## src/rtl/ysyx_22040125_lsu.sv

```systemverilog
// Load/store unit between the execute stage and a simple request/grant memory bus.
//
// Ports:
//   clk, rst_n         clock, asynchronous active-low reset
//   in_valid/in_ready  instruction handshake from the execute stage (ready only in IDLE)
//   in_is_load/store   memory op type; both low means ALU pass-through of in_alu
//   in_funct3          access size (bits [1:0]) and zero-extend flag (bit 2)
//   in_addr/in_wdata   effective byte address and LSB-aligned store data
//   in_alu/in_rd       non-memory result and destination register index
//   mem_req/we/addr    registered bus request, doubleword-aligned address
//   mem_wdata/wmask    lane-shifted store data and byte enables
//   mem_gnt            request accepted by the bus
//   mem_rvalid/rdata   bus response (read data for loads, completion for stores)
//   wb_en/addr/data    register-file write port (single-cycle pulse)
//   err                single-cycle pulse on misaligned access or response timeout
module ysyx_22040125_lsu #(
    parameter int unsigned TIMEOUT_CYCLES = 255
) (
    input  logic        clk,
    input  logic        rst_n,
    input  logic        in_valid,
    output logic        in_ready,
    input  logic        in_is_load,
    input  logic        in_is_store,
    input  logic [2:0]  in_funct3,
    input  logic [63:0] in_addr,
    input  logic [63:0] in_wdata,
    input  logic [63:0] in_alu,
    input  logic [4:0]  in_rd,
    output logic        mem_req,
    output logic        mem_we,
    output logic [63:0] mem_addr,
    output logic [63:0] mem_wdata,
    output logic [7:0]  mem_wmask,
    input  logic        mem_gnt,
    input  logic        mem_rvalid,
    input  logic [63:0] mem_rdata,
    output logic        wb_en,
    output logic [4:0]  wb_addr,
    output logic [63:0] wb_data,
    output logic        err
);

    typedef enum logic [1:0] {IDLE, REQ, WAIT, WB} state_t;

    // The counter holds the number of WAIT cycles already spent; the cycle in
    // which it equals TIMEOUT_CYCLES-1 is the last one allowed.
    localparam int unsigned CNT_W = (TIMEOUT_CYCLES < 2) ? 1 : $clog2(TIMEOUT_CYCLES);
    localparam logic [CNT_W-1:0] CNT_LAST = CNT_W'(TIMEOUT_CYCLES - 1);

    state_t            state, state_nx;
    logic [CNT_W-1:0]  cnt;
    logic              lat_is_load;
    logic [2:0]        lat_funct3;
    logic [2:0]        lat_off;
    logic [4:0]        lat_rd;

    logic              accept;
    logic              is_mem;
    logic              misaligned;
    logic              timeout;
    logic [3:0]        size_bytes;
    logic [7:0]        size_mask;
    logic [5:0]        lane_shift;

    // Select the addressed lane, truncate to the access size and extend.
    function automatic logic [63:0] extract_load(input logic [63:0] rdata,
                                                 input logic [2:0]  off,
                                                 input logic [2:0]  funct3);
        logic [63:0] lane;
        logic        sx;
        lane = rdata >> {off, 3'b000};
        sx   = ~funct3[2];
        case (funct3[1:0])
            2'd0:    extract_load = {{56{sx & lane[7]}},  lane[7:0]};
            2'd1:    extract_load = {{48{sx & lane[15]}}, lane[15:0]};
            2'd2:    extract_load = {{32{sx & lane[31]}}, lane[31:0]};
            default: extract_load = lane;
        endcase
    endfunction

    assign in_ready = (state == IDLE);

    // NOTE: every signal assigned in this block gets a value before any
    // branch, so no path can leave it unassigned and infer a latch.
    always_comb begin
        accept     = (state == IDLE) && in_valid;
        is_mem     = in_is_load | in_is_store;
        size_bytes = 4'd1 << in_funct3[1:0];
        misaligned = ({1'b0, in_addr[2:0]} & (size_bytes - 4'd1)) != 4'd0;
        lane_shift = {in_addr[2:0], 3'b000};
        case (in_funct3[1:0])
            2'd0:    size_mask = 8'h01;
            2'd1:    size_mask = 8'h03;
            2'd2:    size_mask = 8'h0F;
            default: size_mask = 8'hFF;
        endcase
        // A response in the final WAIT cycle takes priority over the timeout.
        timeout = (state == WAIT) && !mem_rvalid && (cnt == CNT_LAST);

        state_nx = state;
        case (state)
            IDLE: begin
                if (in_valid) begin
                    if (!is_mem)          state_nx = WB;
                    else if (!misaligned) state_nx = REQ;
                end
            end
            REQ:  if (mem_gnt) state_nx = WAIT;
            WAIT: begin
                if (mem_rvalid)   state_nx = lat_is_load ? WB : IDLE;
                else if (timeout) state_nx = IDLE;
            end
            WB:      state_nx = IDLE;
            default: state_nx = IDLE;
        endcase
    end

    // NOTE: sequential state uses non-blocking assignments so every register
    // samples the pre-edge values regardless of statement order.
    always_ff @(posedge clk or negedge rst_n) begin
        if (!rst_n) begin
            state       <= IDLE;
            cnt         <= '0;
            // NOTE: the latched instruction fields are reset as well, so an
            // abandoned transaction leaves nothing stale behind.
            lat_is_load <= 1'b0;
            lat_funct3  <= 3'd0;
            lat_off     <= 3'd0;
            lat_rd      <= 5'd0;
            mem_req     <= 1'b0;
            mem_we      <= 1'b0;
            mem_addr    <= 64'd0;
            mem_wdata   <= 64'd0;
            mem_wmask   <= 8'd0;
            wb_en       <= 1'b0;
            wb_addr     <= 5'd0;
            wb_data     <= 64'd0;
            err         <= 1'b0;
        end else begin
            state   <= state_nx;
            mem_req <= (state_nx == REQ);
            err     <= (accept && is_mem && misaligned) || timeout;
            wb_en   <= 1'b0;
            cnt     <= (state == WAIT) ? cnt + 1'b1 : '0;

            if (accept) begin
                lat_is_load <= in_is_load;
                lat_funct3  <= in_funct3;
                lat_off     <= in_addr[2:0];
                lat_rd      <= in_rd;
                if (!is_mem) begin
                    wb_en   <= (in_rd != 5'd0);
                    wb_addr <= in_rd;
                    wb_data <= in_alu;
                end else if (!misaligned) begin
                    // Load takes priority if both op flags are set.
                    mem_addr  <= {in_addr[63:3], 3'b000};
                    mem_we    <= !in_is_load;
                    mem_wmask <= in_is_load ? 8'h00  : size_mask << in_addr[2:0];
                    mem_wdata <= in_is_load ? 64'd0 : in_wdata << lane_shift;
                end
            end

            if (state == REQ && mem_gnt) mem_we <= 1'b0;

            if (state == WAIT && mem_rvalid && lat_is_load) begin
                wb_en   <= (lat_rd != 5'd0);
                wb_addr <= lat_rd;
                wb_data <= extract_load(mem_rdata, lat_off, lat_funct3);
            end
        end
    end

endmodule

```

## config.mk

```make
export PLATFORM = sky130hd
export DESIGN_NAME = ysyx_22040125_lsu
export DESIGN_NICKNAME = d
export VERILOG_FILES = /design/src/rtl/ysyx_22040125_lsu.sv
export SDC_FILE = /design/constraint.sdc
export NUM_CORES = 1
export LEC_CHECK = 0
export CAP_MARGIN = 20
export CORE_ASPECT_RATIO = 1.25
export CORE_MARGIN = 5
export CORE_UTILIZATION = 34
export DETAILED_ROUTE_END_ITERATION = 10
export PLACE_DENSITY = 0.67
export RECOVER_POWER = 25
export SKIP_CTS_REPAIR_TIMING = 1
export SKIP_LAST_GASP = 1
export SYNTH_ARGS = -nofsm -noshare
export SYNTH_HDL_FRONTEND = slang
export SYNTH_SLANG_ARGS = --single-unit
```

## constraint.sdc

```tcl
create_clock -name clk -period 2 [get_ports clk]
set_input_delay 0.2 -clock clk [delete_from_list [all_inputs] [get_ports clk]]
set_output_delay 0.2 -clock clk [all_outputs]
set_load 0.005 [all_outputs]
```

======== Word-level counts from Yosys, hierarchy flattened ========
Index checks and enable logic that the tools add are counted.
storage, ports and cells
  flip-flop bits (word level) ............. 228
operators by class
  add/sub/neg operators ................... 2
  reduce and logical (&&, ||, !) cells .... 23
  bitwise gates (word level) .............. 7
  shift-type cells ........................ 4
  muxes and demuxes ....................... 26
  equality and inequality tests ........... 11
operators with widths
  operator                                                                 number
  64-bit 2-to-1 mux                                                        4
  64-bit one-hot mux with 3 select lines                                   1
  64-bit by 6-bit left shift with 64-bit output                            1
  64-bit by 6-bit right shift with 64-bit output                           1
  8-bit one-hot mux with 3 select lines                                    1
  8-bit 2-to-1 mux                                                         2
  5-bit 2-to-1 mux                                                         3
  2-bit 2-to-1 mux                                                         7
  5-bit nonzero test                                                       2
  8-bit by 1-bit adder with 8-bit output, second input constant            1
  2-bit by 1-bit equality test with 1-bit output, second input constant    4
  2-bit equality test, second input constant                               4
  8-bit equality test, second input constant                               1
  1-bit logical AND                                                        8
  2-bit one-hot mux with 4 select lines                                    1
  8-bit by 3-bit left shift with 8-bit output                              1
  1-bit 2-to-1 mux                                                         7
  2-bit logical NOT                                                        3
  3-bit AND reduction                                                      2
  2-bit nonzero test                                                       3
  3-bit by 4-bit AND with 4-bit output                                     1
  2-bit by 1-bit inequality test with 1-bit output, second input constant  2
  4-bit nonzero test                                                       1
  1-bit by 2-bit left shift with 4-bit output, first input constant        1
  7 further kinds                                                          11

======== Depth between registers and ports, before layout ========
Gate-level depths: netlist of run 1.
  word-level depth ........................ 9
  depth in mapped cells ................... 9
  gate-level depth less buffers ........... 7

======== Worst setup path after synthesis of run 1 ========
Ideal clock, no wire load.
  path type ............................... register to register
  start ................................... register lat_off[0]
  end ..................................... register wb_data[2]
  library setup time ...................... 0.141 ns
  data required time ...................... 1.859 ns
  setup slack ............................. 0.173 ns
  arrival time ............................ 1.686 ns
  stages on the path, launching flop included .. 7
  cell sequence ........................... dfrtp_1 > buf_4 > buf_4 > mux4_2 > and2_1 > a311oi_1 > a31oi_1
between the ends
  cells in the longest elaborated chain, start to end .. 3
ends and longest elaborated chain
  element                                         line  RTL
  from (decl)                                     55    logic [2:0] lat_off;
  from (signal assigned)                          150   lat_off <= in_addr[2:0];
  64-bit by 6-bit right shift with 64-bit output  72    lane = rdata >> {off, 3'b000};
  64-bit one-hot mux with 3 select lines          74    case (funct3[1:0])
  64-bit 2-to-1 mux                               167   if (state == WAIT && mem_rvalid && lat_is_load) begin
  to (signal assigned)                            155   wb_data <= in_alu;
  to (signal assigned)                            170   wb_data <= extract_load(mem_rdata, lat_off, lat_funct3);
  to (decl)                                       40    output logic [63:0] wb_data,
Every way passes these cells.
A chain may end at the register's enable or synchronous reset.

======== Final worst setup path of run 1 ========
  start ................................... register lat_off[1]
  end ..................................... register wb_data[63]
between the ends
  cells in the longest elaborated chain, start to end .. 4
ends and longest elaborated chain
  element                                           line
  64-bit by 6-bit right shift with 64-bit output *  72
  1-bit AND (on tied branches)                      77, 75, 76
  64-bit one-hot mux with 3 select lines *          74
  64-bit 2-to-1 mux *                               167
Mark *: on every way between the ends. The rest lies on a longest branch, timed or not.

==> impl_metrics.env, run 1 <==
export IMPL_viasPerCell=5.47
export IMPL_path_clk_slew_ps=60
export IMPL_hold_violations=0
export IMPL_die_y_um=225
export IMPL_fp_dieArea_mm2=0.0411
export IMPL_syn_cell_area_mm2=0.0126
export IMPL_synth_edf_count=0
export IMPL_fillerInstances=3300
export IMPL_area_growth_pct=57.6
export IMPL_grt_pass1_wl_um=78900
export IMPL_yosys_warnings=0
export IMPL_dieWidth_um=182
export IMPL_numClockSinks=228
export IMPL_ios=481
export IMPL_place_congestion=0.941
export IMPL_ys_ff_latch=228
export IMPL_drive_above_1_share_pct=20.1
export IMPL_ys_top_cells_by_count="228 x dfrtp_1, 190 x nand2_1, 110 x mux2i_1, 99 x mux2_2, 79 x o21ai_0"
export IMPL_dp_cells=2215
export IMPL_seqPwrFrac_pct=30.4
export IMPL_ir_drop_mv=0.736
export IMPL_synth_top_cell_area_share_pct=45.2
export IMPL_end_kind="flop"
export IMPL_post_drt_wl_per_cell_um=23.6
export IMPL_synth_area_leaders="dfrtp_1 45%, mux2_2 8.8%, mux2i_1 8.7%"
export IMPL_finalCritPeriodShare_pct=104
export IMPL_crit_fanout=19
export IMPL_pre_cts_slack_ps=-333
export IMPL_internal_power_mw=16.7
export IMPL_power_switching_mw=8.79
export IMPL_regArea_mm2=0.00571
export IMPL_wl_um=53700
export IMPL_slew_headroom_pct=-5.90
export IMPL_final_setup_viol_count=17
export IMPL_grt_pass1_vias=12900
export IMPL_p_sw_share_pct=34.5
export IMPL_grt_use_total_pct=24.6
export IMPL_diodes=0
export IMPL_portBuffers=477
export IMPL_violations="capacitance limit, slew limit, setup timing"
export IMPL_core_area_mm2=0.0370
export IMPL_fmaxAchievable_mhz=483
export IMPL_timing_hold_ws_ps=74.4
export IMPL_grt_max_degree=71
export IMPL_drtIter0Drc=934
export IMPL_synth_most_common_cell="dfrtp_1"
export IMPL_worstSetupPathType="reg -> reg"
export IMPL_ys_types=64
export IMPL_finalWorstSetupSlack_ps=-70.2
export IMPL_drv_slew=59
export IMPL_cts_path_max_buffers=3
export IMPL_powerDensity_mw_per_mm2=1280
export IMPL_instances_no_fill=2273
export IMPL_pwr_share_comb_pct=51.3
export IMPL_overflow=0
export IMPL_min_period_ps=2070
export IMPL_syn_mean_instance_area_um2=10.4
export IMPL_cp_required_ps=2440
export IMPL_async_flop_share_pct=100
export IMPL_ant_nets=0
export IMPL_hpwlAfterDp_um=41500
export IMPL_via_count=12400
export IMPL_cts_buffers=25
export IMPL_worst_clock_skew_ps=17.0
export IMPL_status="finished, violations left"
export IMPL_layout_nets=2042
export IMPL_num_rows=79
export IMPL_tightest_slew_ps=1590
export IMPL_cts_tree="built"
export IMPL_yosysTopAreaCell="dfrtp_1"
export IMPL_multi_input_area_mm2=0.00646
export IMPL_drtPass1Iterations=5
export IMPL_synthCells=1214
export IMPL_cap_violations=1
export IMPL_antenna_found_initial=2
export IMPL_synth_ff_type="dfrtp_1"
export IMPL_final_area_mm2=0.0199
export IMPL_min_path_type="in -> reg"
export IMPL_root_buffer="clkbuf_16"
export IMPL_seq_area_frac_synth_pct=45.2
export IMPL_cp_arrival_ps=2510
export IMPL_htreeDepth=1
export IMPL_power_leakage_nw=8.57
export IMPL_start_util_pct=34.2
export IMPL_drc=0
export IMPL_worst_skew_pair_late_latency_ps=530
export IMPL_startpoint_type="flop"
export IMPL_placed_area_mm2=0.0189
export IMPL_grt_setup_unrepaired="true"
export IMPL_pwr_share_clk_pct=18.3
-- cell type report --
cell class / instances / share of cell area (%)
Timing Repair Buffer: 635 / 31.5
Inverter: 11 / 0.208
Clock buffer: 34 / 3.52
Clock inverter: 11 / 0.566
Tap cell: 486 / 3.06
Sequential cell: 228 / 28.7
Multi-Input combinational cell: 868 / 32.4
-- logic make-up after synthesis --
group / share of synthesized area (%)
and+or+nand+nor: 11.5
AOI/OAI and AO/OA: 16.3
muxes: 21.9
DFF: 45.2
buffers and inverters: 4.63
xor gates and xnor gates: 0.278
adders and majority gates: 0.198
other: 0.0297
-- critical path, stage by stage (launching register included) --
cell and delay, ps:
dfrtp_2 510, buf_12 220, nand3b_1 180, a2bb2oi_4 200, a211oi_2 290, nor3_4 100, buf_12 150, clkbuf_16 160
a32oi_1 160
-- sequential cells by signal, indices dropped and copies added (netlist names) --
name	flops
mem_we	1
lat_is_load	1
mem_req	1
mem_wdata	64
wb_addr	5
err	1
mem_wmask	8
wb_en	1
lat_off	3
wb_data	64
state	2
lat_funct3	3
cnt	8
lat_rd	5
mem_addr	61
-- per-layer routing --
metal | GRT usage [%] | vias to the layer above | routed length, µm
met5 | 0 | - | 32
met4 | 10.7 | 4 | 2710
met3 | 5.91 | 131 | 4550
met2 | 42.3 | 655 | 26400
met1 | 29.2 | 6078 | 20000
li1 | - | 5569 | -
-- per-stage QoR --
step	setup TNS, ps	utilization [%]	total power [mW]
2_1_floorplan	0	-	13.0
3_3_place_gp	-23270	51.0	20.0
3_5_place_dp	-27940	51.0	20.2
4_1_cts	-1270	53.2	24.9
5_1_grt	-3310	53.8	26.8
6_report	-582	53.8	25.5
-- power by group through the flow --
| stage | registers (mW) | logic [mW] | clock network (mW) |
|---|---|---|---|
| finish | 7.74 | 13.1 | 4.65 |
| global route | 7.98 | 13.9 | 4.93 |
| CTS | 7.74 | 12.4 | 4.76 |
| detailed placement | 7.78 | 12.4 | 0 |
| global placement | 7.75 | 12.2 | 0 |
| floorplan | 7.63 | 5.41 | 0 |
-- layout by cell type (no fill, tap or decap), types with 6 or more instances in the layout --
master	instances
a211oi_1	22
a21oi_1	27
a221oi_1	6
a22o_1	35
a22oi_1	20
a31oi_1	21
a32oi_1	36
buf_12	22
buf_4	126
clkbuf_16	27
clkdlybuf4s50_1	473
clkinv_2	7
dfrtp_1	225
inv_1	9
mux2_2	99
mux2i_1	106
mux4_2	23
nand2_1	189
nand2b_1	9
nand3_1	8
nor2_1	65
nor2b_1	17
o21ai_0	77
o22ai_1	14
-- path summary, 6_finish.rpt --
check | endpoint | cells after the start | startpoint | slack (ps)
min in group asynchronous | wb_data[0]$_DFFE_PN0P_ | 2 | rst_n | 590
min | lat_off[0]$_DFFE_PN0P_ | 4 | in_addr[0] | 70
max in group asynchronous | wb_data[58]$_DFFE_PN0P_ | 3 | rst_n | 210
max reg2reg | wb_data[63]$_DFFE_PN0P_ | 8 | lat_off[1]$_DFFE_PN0P_ | -70
min reg2reg | mem_wdata[50]$_DFFE_PN0P_ | 2 | mem_wdata[50]$_DFFE_PN0P_ | 480
max | wb_data[63]$_DFFE_PN0P_ | 8 | lat_off[1]$_DFFE_PN0P_ | -70
(Power assumes the default switching activity.)
==> run 2: changes to the inputs <==
- CORE_ASPECT_RATIO: 1.25 -> unset
- CORE_UTILIZATION: 34 -> 41
- CTS_CLUSTER_DIAMETER: unset -> 80
- PLACE_DENSITY: 0.67 -> 0.78
==> run 2 against run 1 <==
Net effect:
- the flow still finishes with violations (capacitance limit, slew limit, setup timing)
- sequential share of layout area increased by 0.19 points
- non-clock buffer count decreased by 23
- clock power rose by 5.8%
- die area fell by 16%
- sequential power is essentially flat
- critical path depth stayed put
- utilization increased by 11 points
- critical endpoint is now wb_data[37]$_DFFE_PN0P_
- largest power group unchanged
==> impl_metrics.env, run 2 (synthesis results as in run 1) <==
export IMPL_status="finished, violations left"
export IMPL_violations="capacitance limit, slew limit, setup timing"
export IMPL_post_drt_wl_per_cell_um=23.8
export IMPL_htreeDepth=1
export IMPL_place_congestion=0.940
export IMPL_dp_cells=2099
export IMPL_drive_above_1_share_pct=20.1
export IMPL_num_rows=64
export IMPL_portBuffers=477
export IMPL_powerDensity_mw_per_mm2=1300
export IMPL_drv_slew=61
export IMPL_core_area_mm2=0.0305
export IMPL_final_util_pct=64.8
export IMPL_cts_tree="built"
export IMPL_viasPerCell=5.72
export IMPL_worst_clock_skew_ps=13.4
export IMPL_worst_skew_pair_late_latency_ps=540
export IMPL_reg2reg_slack_ps=-30
export IMPL_reg_top3="mem_wdata: 64 flops, wb_data: 64 flops, mem_addr: 61 flops"
export IMPL_tightest_slew_ps=1520
export IMPL_final_setup_viol_count=12
export IMPL_whs_path_depth=3
export IMPL_drtIter0Drc=970
export IMPL_grt_pass1_vias=12300
export IMPL_cap_violations=1
export IMPL_path_clk_slew_ps=60
export IMPL_cp_required_ps=2450
export IMPL_hpwlAfterDp_um=39600
export IMPL_p_total_mw=25.8
export IMPL_hold_violations=0
export IMPL_min_period_ps=2030
export IMPL_ant_nets=0
export IMPL_grt_use_total_pct=27.8
export IMPL_power_leakage_nw=8.45
export IMPL_startpoint_type="flop"
export IMPL_via_count=12400
export IMPL_numClockSinks=228
export IMPL_min_to="lat_off[0]$_DFFE_PN0P_"
export IMPL_min_path_type="in -> reg"
export IMPL_cp_slowest_cell="dfrtp_2"
export IMPL_crit_path_frequent_cell="buf_12"
export IMPL_r2r_cells=8
export IMPL_wl_um=51600
export IMPL_grt_max_degree=62
export IMPL_fmaxAchievable_mhz=493
export IMPL_rr_endpoint="wb_data[37]$_DFFE_PN0P_"
export IMPL_slew_headroom_pct=-1.33
export IMPL_worstSetupPathType="reg -> reg"
export IMPL_cp_arrival_ps=2480
export IMPL_layout_nets=2021
export IMPL_root_buffer="clkbuf_16"
export IMPL_instances_no_fill=2168
export IMPL_worstPathCellList="buf_12 > mux2i_4 > a22o_1 > and4b_2 > nor3_4 > buf_12 > clkbuf_16 > a32oi_1"
export IMPL_dieWidth_um=185
export IMPL_reg2reg_from="lat_off[1]$_DFFE_PN0P_"
export IMPL_finalCritPeriodShare_pct=101
export IMPL_crit_fanout=8
export IMPL_area_growth_pct=56.6
export IMPL_cts_path_max_buffers=3
export IMPL_ios=481
export IMPL_critPathTopFamily="buffers and inverters"
export IMPL_drc=0
export IMPL_pre_cts_slack_ps=-200
export IMPL_finalWorstSetupSlack_ps=-27.2
export IMPL_antenna_found_initial=2
export IMPL_fillerInstances=2359
export IMPL_fp_dieArea_mm2=0.0344
export IMPL_start_util_pct=41.4
export IMPL_mostFrequentLayoutCell="clkdlybuf4s50_1"
export IMPL_overflow=0
export IMPL_hold_start="in_addr[0]"
export IMPL_end_kind="flop"
export IMPL_grt_setup_unrepaired="true"
export IMPL_slowest_delay_ps=460
export IMPL_die_y_um=185
export IMPL_cts_buffers=26
export IMPL_ir_drop_mv=0.907
export IMPL_drtPass1Iterations=7
export IMPL_crit_buf_inv=3
export IMPL_final_cell_mix="473 x clkdlybuf4s50_1, 225 x dfrtp_1, 188 x nand2_1, 109 x mux2i_1, 109 x buf_4"
export IMPL_grt_pass1_wl_um=74300
[run 2: power breakdown]
part / switching [mW] / total [mW] / leakage (nW) / internal, mW
sequential: 1.24 / 7.74 / 2.86 / 6.50
combinational: 5.65 / 13.1 / 5.16 / 7.47
clock: 1.96 / 4.92 / 0.437 / 2.96
total: 8.85 / 25.8 / 8.45 / 16.9
[run 2: stage by stage]
| stage | hold WS (ps) | instance area (µm²) | setup TNS, ps |
|---|---|---|---|
| after CTS | -387 | 19400 | -773 |
| after floorplan | -95.6 | 12600 | 0 |
| after global placement | 193 | 18500 | -3080 |
| final | 10.0 | 19800 | -140 |
| after global routing | 6.67 | 19800 | -1980 |
| after detailed placement | 192 | 18500 | -5790 |
[run 2: metal layers]
layer	GRT usage (%)	wire length, µm	vias up
met5	0	0	-
met4	10.3	2250	0
met3	4.65	4570	121
met2	44.6	24300	660
met1	38.0	20500	6089
li1	-	-	5523
[run 2: worst max path at each step]
stage,start,endpoint,cells past startpoint
floorplan,lat_off[0]$_DFFE_PN0P_,wb_data[2]$_DFFE_PN0P_,6
global placement,in_is_store,mem_wdata[9]$_DFFE_PN0P_,7
detailed placement,in_is_store,mem_wdata[9]$_DFFE_PN0P_,7
CTS,lat_off[1]$_DFFE_PN0P_,wb_data[5]$_DFFE_PN0P_,6
global route,lat_off[1]$_DFFE_PN0P_,wb_data[37]$_DFFE_PN0P_,8
finish,lat_off[1]$_DFFE_PN0P_,wb_data[37]$_DFFE_PN0P_,8
[run 2: final cells by class]
| cell class | instances | area, µm² | area share (%) |
|---|---|---|---|
| inverters | 11 | 47.5 | 0.241 |
| repair buffers | 612 | 6060 | 30.7 |
| clock buffers | 34 | 731 | 3.70 |
| clock inverters | 14 | 164 | 0.829 |
| well taps | 396 | 495 | 2.51 |
| flip-flops and latches | 228 | 5710 | 28.9 |
| diodes | 4 | 10.0 | 0.0506 |
| multi-input cells | 869 | 6550 | 33.1 |
[run 2: worst register-to-register path, delay by kind of cell (launching register included)]
kind / cells / cell delay [ps]
AO/OA/AOI/OAI: 2 / 410
buffers and inverters: 3 / 480
flip-flops: 1 / 460
multiplexers: 1 / 180
AND/OR/NAND/NOR: 2 / 410
==> run 3: changes to the inputs <==
- CORE_ASPECT_RATIO: unset -> 1.25
- CORE_UTILIZATION: 41 -> 38
- GPL_TIMING_DRIVEN: unset -> 0
- PLACE_DENSITY: 0.78 -> 0.74
==> run 3 against run 2 <==
Net effect:
- the run ends with setup timing left
- total power shrank 0.69%
- highest routed layer is now met5
- clock skew fell by 0.63 ps
- critical endpoint is now wb_data[42]$_DFFE_PN0P_
- first-iteration DRC count grew 12%
==> impl_metrics.env, run 3 (synthesis results as in run 1) <==
export IMPL_power_switching_mw=9.18
export IMPL_layout_nets=2016
export IMPL_cts_tree="built"
export IMPL_drv_slew=0
export IMPL_die_y_um=214
export IMPL_p_sw_share_pct=35.9
export IMPL_fp_dieArea_mm2=0.0370
export IMPL_portBuffers=475
export IMPL_min_path_type="in -> reg"
export IMPL_numClockSinks=228
export IMPL_post_drt_wl_per_cell_um=27.0
export IMPL_drive_above_1_share_pct=19.0
export IMPL_crit_fanout=10
export IMPL_drtPass1Iterations=7
export IMPL_overflow=0
export IMPL_final_setup_viol_count=12
export IMPL_reg_top3="mem_wdata: 64 flops, wb_data: 64 flops, mem_addr: 61 flops"
export IMPL_power_leakage_nw=8.27
export IMPL_violations="setup timing"
export IMPL_hpwlAfterDp_um=46100
export IMPL_dp_cells=2110
export IMPL_cts_buffers=24
export IMPL_viasPerCell=5.85
export IMPL_grt_setup_unrepaired="true"
export IMPL_mostFrequentLayoutCell="clkdlybuf4s50_1"
export IMPL_placed_area_mm2=0.0179
export IMPL_finalCritPeriodShare_pct=102
export IMPL_seqPwrFrac_pct=29.9
export IMPL_worst_skew_pair_late_latency_ps=540
export IMPL_area_growth_pct=54.5
export IMPL_final_cell_mix="473 x clkdlybuf4s50_1, 225 x dfrtp_1, 188 x nand2_1, 106 x mux2i_1, 98 x mux2_2"
export IMPL_fmaxAchievable_mhz=489
export IMPL_ios=481
export IMPL_drc=0
export IMPL_cap_violations=0
export IMPL_finalWorstSetupSlack_ps=-46.3
export IMPL_pwr_share_comb_pct=52.4
export IMPL_grt_pass1_vias=13100
export IMPL_grt_use_total_pct=29.9
export IMPL_worstSetupPathType="reg -> reg"
export IMPL_pre_cts_slack_ps=-893
export IMPL_antenna_found_initial=2
export IMPL_cts_path_max_buffers=3
export IMPL_pwr_share_clk_pct=17.8
export IMPL_ir_drop_mv=0.669
export IMPL_worst_clock_skew_ps=12.7
export IMPL_num_rows=74
export IMPL_start_util_pct=38.5
export IMPL_drtIter0Drc=1084
export IMPL_status="finished, violations left"
export IMPL_slowest_delay_ps=450
export IMPL_worstPathCellList="nand2b_1 > or2_2 > clkbuf_1 > clkbuf_1 > a31oi_1 > a32oi_1"
export IMPL_ant_nets=0
export IMPL_cp_slowest_cell="dfrtp_2"
export IMPL_root_buffer="clkbuf_16"
export IMPL_end_kind="flop"
export IMPL_min_period_ps=2050
export IMPL_instances_no_fill=2175
export IMPL_final_area_mm2=0.0195
export IMPL_grt_max_degree=125
export IMPL_startpoint_type="flop"
export IMPL_wl_um=58700
export IMPL_dieWidth_um=173
export IMPL_powerDensity_mw_per_mm2=1310
export IMPL_finalSetupTns_ps=-255
export IMPL_place_congestion=0.982
export IMPL_internal_power_mw=16.4
export IMPL_cp_required_ps=2400
export IMPL_cp_arrival_ps=2450
export IMPL_via_count=12700
export IMPL_path_clk_slew_ps=70
export IMPL_core_area_mm2=0.0328
export IMPL_crit_path_frequent_cell="clkbuf_1"
export IMPL_slew_headroom_pct=37.5
export IMPL_tightest_slew_ps=937
export IMPL_grt_pass1_wl_um=84100
export IMPL_hold_violations=0
export IMPL_htreeDepth=1
[run 3: path summary, 6_finish.rpt]
check,startpoint,end,slack (ps),cells past startpoint
min in group asynchronous,rst_n,wb_data[23]$_DFFE_PN0P_,230,2
max reg2reg,state[0]$_DFF_PN0_,wb_data[42]$_DFFE_PN0P_,-50,6
max,state[0]$_DFF_PN0_,wb_data[42]$_DFFE_PN0P_,-50,6
min,in_funct3[0],mem_wmask[6]$_DFFE_PN0P_,220,3
max in group asynchronous,rst_n,mem_addr[34]$_DFFE_PN0P_,640,3
min reg2reg,mem_wdata[62]$_DFFE_PN0P_,mem_wdata[62]$_DFFE_PN0P_,480,2
[run 3: final cells by class]
class / instances / area [µm²]
buffer: 107 / 711
clock buffer: 29 / 629
multi-input combinational: 868 / 6650
clock inverter: 10 / 144
fill: 2842 / 13300
timing repair buffer: 503 / 5090
tap: 418 / 523
sequential: 228 / 5710
inverter: 11 / 47.5
antenna: 1 / 2.50
[run 3: metrics by stage]
step | hold slack [ps] | total power, mW | util [%]
after floorplan | -95.6 | 13.0 | -
after global placement | 462 | 19.5 | 54.6
after detailed placement | 304 | 19.7 | 54.7
after CTS | -261 | 24.3 | 57.1
after global routing | 192 | 26.7 | 59.5
final | 215 | 25.6 | 59.5
[run 3: worst max-delay path: cells and delay by family (launching register included)]
kind | cells | cell delay [ps]
AO/OA/AOI/OAI | 2 | 500
buffers and inverters | 2 | 460
flip-flops | 1 | 450
AND/OR/NAND/NOR | 2 | 510
[run 3: metal layers]
| layer | GRT usage (%) | routed length (µm) | vias up |
|---|---|---|---|
| li1 | - | - | 5515 |
| met1 | 33.9 | 21200 | 6247 |
| met2 | 52.1 | 28600 | 794 |
| met3 | 7.14 | 5250 | 173 |
| met4 | 16.8 | 3720 | 2 |
| met5 | 0 | 11 | - |
[run 3: power groups by stage]
| stage | clock network, mW | logic [mW] | registers [mW] |
|---|---|---|---|
| finish | 4.55 | 13.4 | 7.65 |
| global placement | 0 | 11.9 | 7.61 |
| CTS | 4.63 | 12.1 | 7.60 |
| global route | 4.81 | 14.1 | 7.84 |
| detailed placement | 0 | 12.0 | 7.65 |
| floorplan | 0 | 5.41 | 7.63 |
==> edit, RTL diff (config.mk and constraints of run 1) <==
The output `err` loses its register stage (`err` becomes a continuous assignment). Comments in the files are not updated.
--- a/src/rtl/ysyx_22040125_lsu.sv
+++ b/src/rtl/ysyx_22040125_lsu.sv
@@ -138,3 +138,2 @@
             wb_data     <= 64'd0;
-            err         <= 1'b0;
         end else begin
@@ -142,3 +141,2 @@
             mem_req <= (state_nx == REQ);
-            err     <= (accept && is_mem && misaligned) || timeout;
             wb_en   <= 1'b0;
@@ -174,2 +172,4 @@
 
+    assign err = (accept && is_mem && misaligned) || timeout;
+
 endmodule
Formal check against the unedited RTL: not equivalent (a bounded check fails within 4 cycles, from zero or initial values and one cycle with rst_n low).
==> edit against run 1 <==
The flow finishes with violations (max-slew violations, negative setup slack); setup slack lost 0.018 ns; synthesized area shrank 0.12%; largest power group unchanged; global-route usage grew 0.40 points; core utilization grew 2.0 points; wire length grew 2.2%; total power grew 3.2%; critical path depth is the same; clock power grew 5.4%; sequential cell count shrank 1; design area grew 2.3%.
==> edit: results <==
set metrics [dict create \
    irDropWorstVdd_v 0.000641 \
    globalRouteTotalUtil_pct 25.0 \
    synth_top_cells_by_count "227 x sky130_fd_sc_hd__dfrtp_1, 190 x sky130_fd_sc_hd__nand2_1, 110 x sky130_fd_sc_hd__mux2i_1" \
    synthDistinctLibCells 65 \
    final-setup-viol-count 49 \
    hpwl_mm 42.2 \
    ys_seq_area_share_pct 45.0 \
    drt-initial-drc-count 779 \
    critical-path-top-delay-family "simple AND/OR/NAND/NOR gates" \
    failed_checks "max-slew violations, negative setup slack" \
    power.static_leakage_nw 8.77 \
    grt_max_degree 58 \
    groute.layer.met2.usage_pct 43.9 \
    gr-usage-met1_pct 28.5 \
    wire_per_inst_um 23.9 \
    grtUsageMet3_pct 5.51 \
    comb_power_mw 13.6 \
    layout.nets 2070 \
    dp_slack_ns -0.301 \
    final.setup.worst_slack_ns -0.0886 \
    p_sw_mw 8.98 \
    gp_routability_congestion 0.927 \
    route.vias.total 12500 \
    grt_first_pass_wirelength_mm 79.6 \
    finalMaxSlewViolations 56 \
    setup_total_negative_slack_ns -2.61 \
    finalClockSkew_ns 0.00934 \
    clock_power_mw 4.90 \
    run_status "complete, but fails checks" \
    power_frac_comb_pct 51.8 \
]
edit: final timing paths:
check | end | slack [ns] | startpoint | depth (start not counted)
setup / recovery | wb_data[35] | -0.09 | lat_off[1] | 8
hold / removal | lat_off[0] | 0.04 | in_addr[0] | 3
setup reg to reg | wb_data[35] | -0.09 | lat_off[1] | 8
hold reg to reg | mem_wdata[32] | 0.48 | mem_wdata[32] | 2
max in group asynchronous | wb_data[49] | 0.30 | rst_n | 3
min in group asynchronous | wb_data[34] | 0.56 | rst_n | 2
edit: cell type report:
class                      count  area, um^2  area share [%]
clock inverter                 8         125           0.615
timing repair buffer         664        6570            32.3
clock buffer                  38         744            3.66
multi-input combinational    868        6590            32.4
sequential                   227        5690            27.9
inverter                      11        41.3           0.203
tap                          480         601            2.95
edit: stage by stage:
stage / instance area [um^2] / cells
finish: 20400 / 2296
global route: 20400 / 2296
CTS: 19900 / 2277
detailed placement: 19000 / 2231
global placement: 19000 / 2231
floorplan: 12600 / 1215
edit: worst reg2reg max path, delay by kind of cell (launching register included):
| kind | cells | cell delay [ns] |
|---|---|---|
| AOI/OAI and AO/OA | 2 | 0.26 |
| buffers and inverters | 3 | 0.46 |
| DFF | 1 | 0.47 |
| muxes | 1 | 0.26 |
| and+or+nand+nor | 2 | 0.50 |
edit: routing by layer:
metal  up-vias  share of wire, %
met1      6076                36
li1       5628                 -
met5         -             0.049
met3       150               7.6
met2       645                50
met4         4               6.3
edit: kinds of logic after synthesis:
kind of cell,after synthesis,share of synthesized area (%)
other,1,0.0297
buffers and inverters,120,4.60
DFF,227,45.0
and+or+nand+nor,329,11.6
adders and majority gates,2,0.198
AOI/OAI and AO/OA,296,16.4
muxes,234,21.9
xor gates and xnor gates,4,0.278
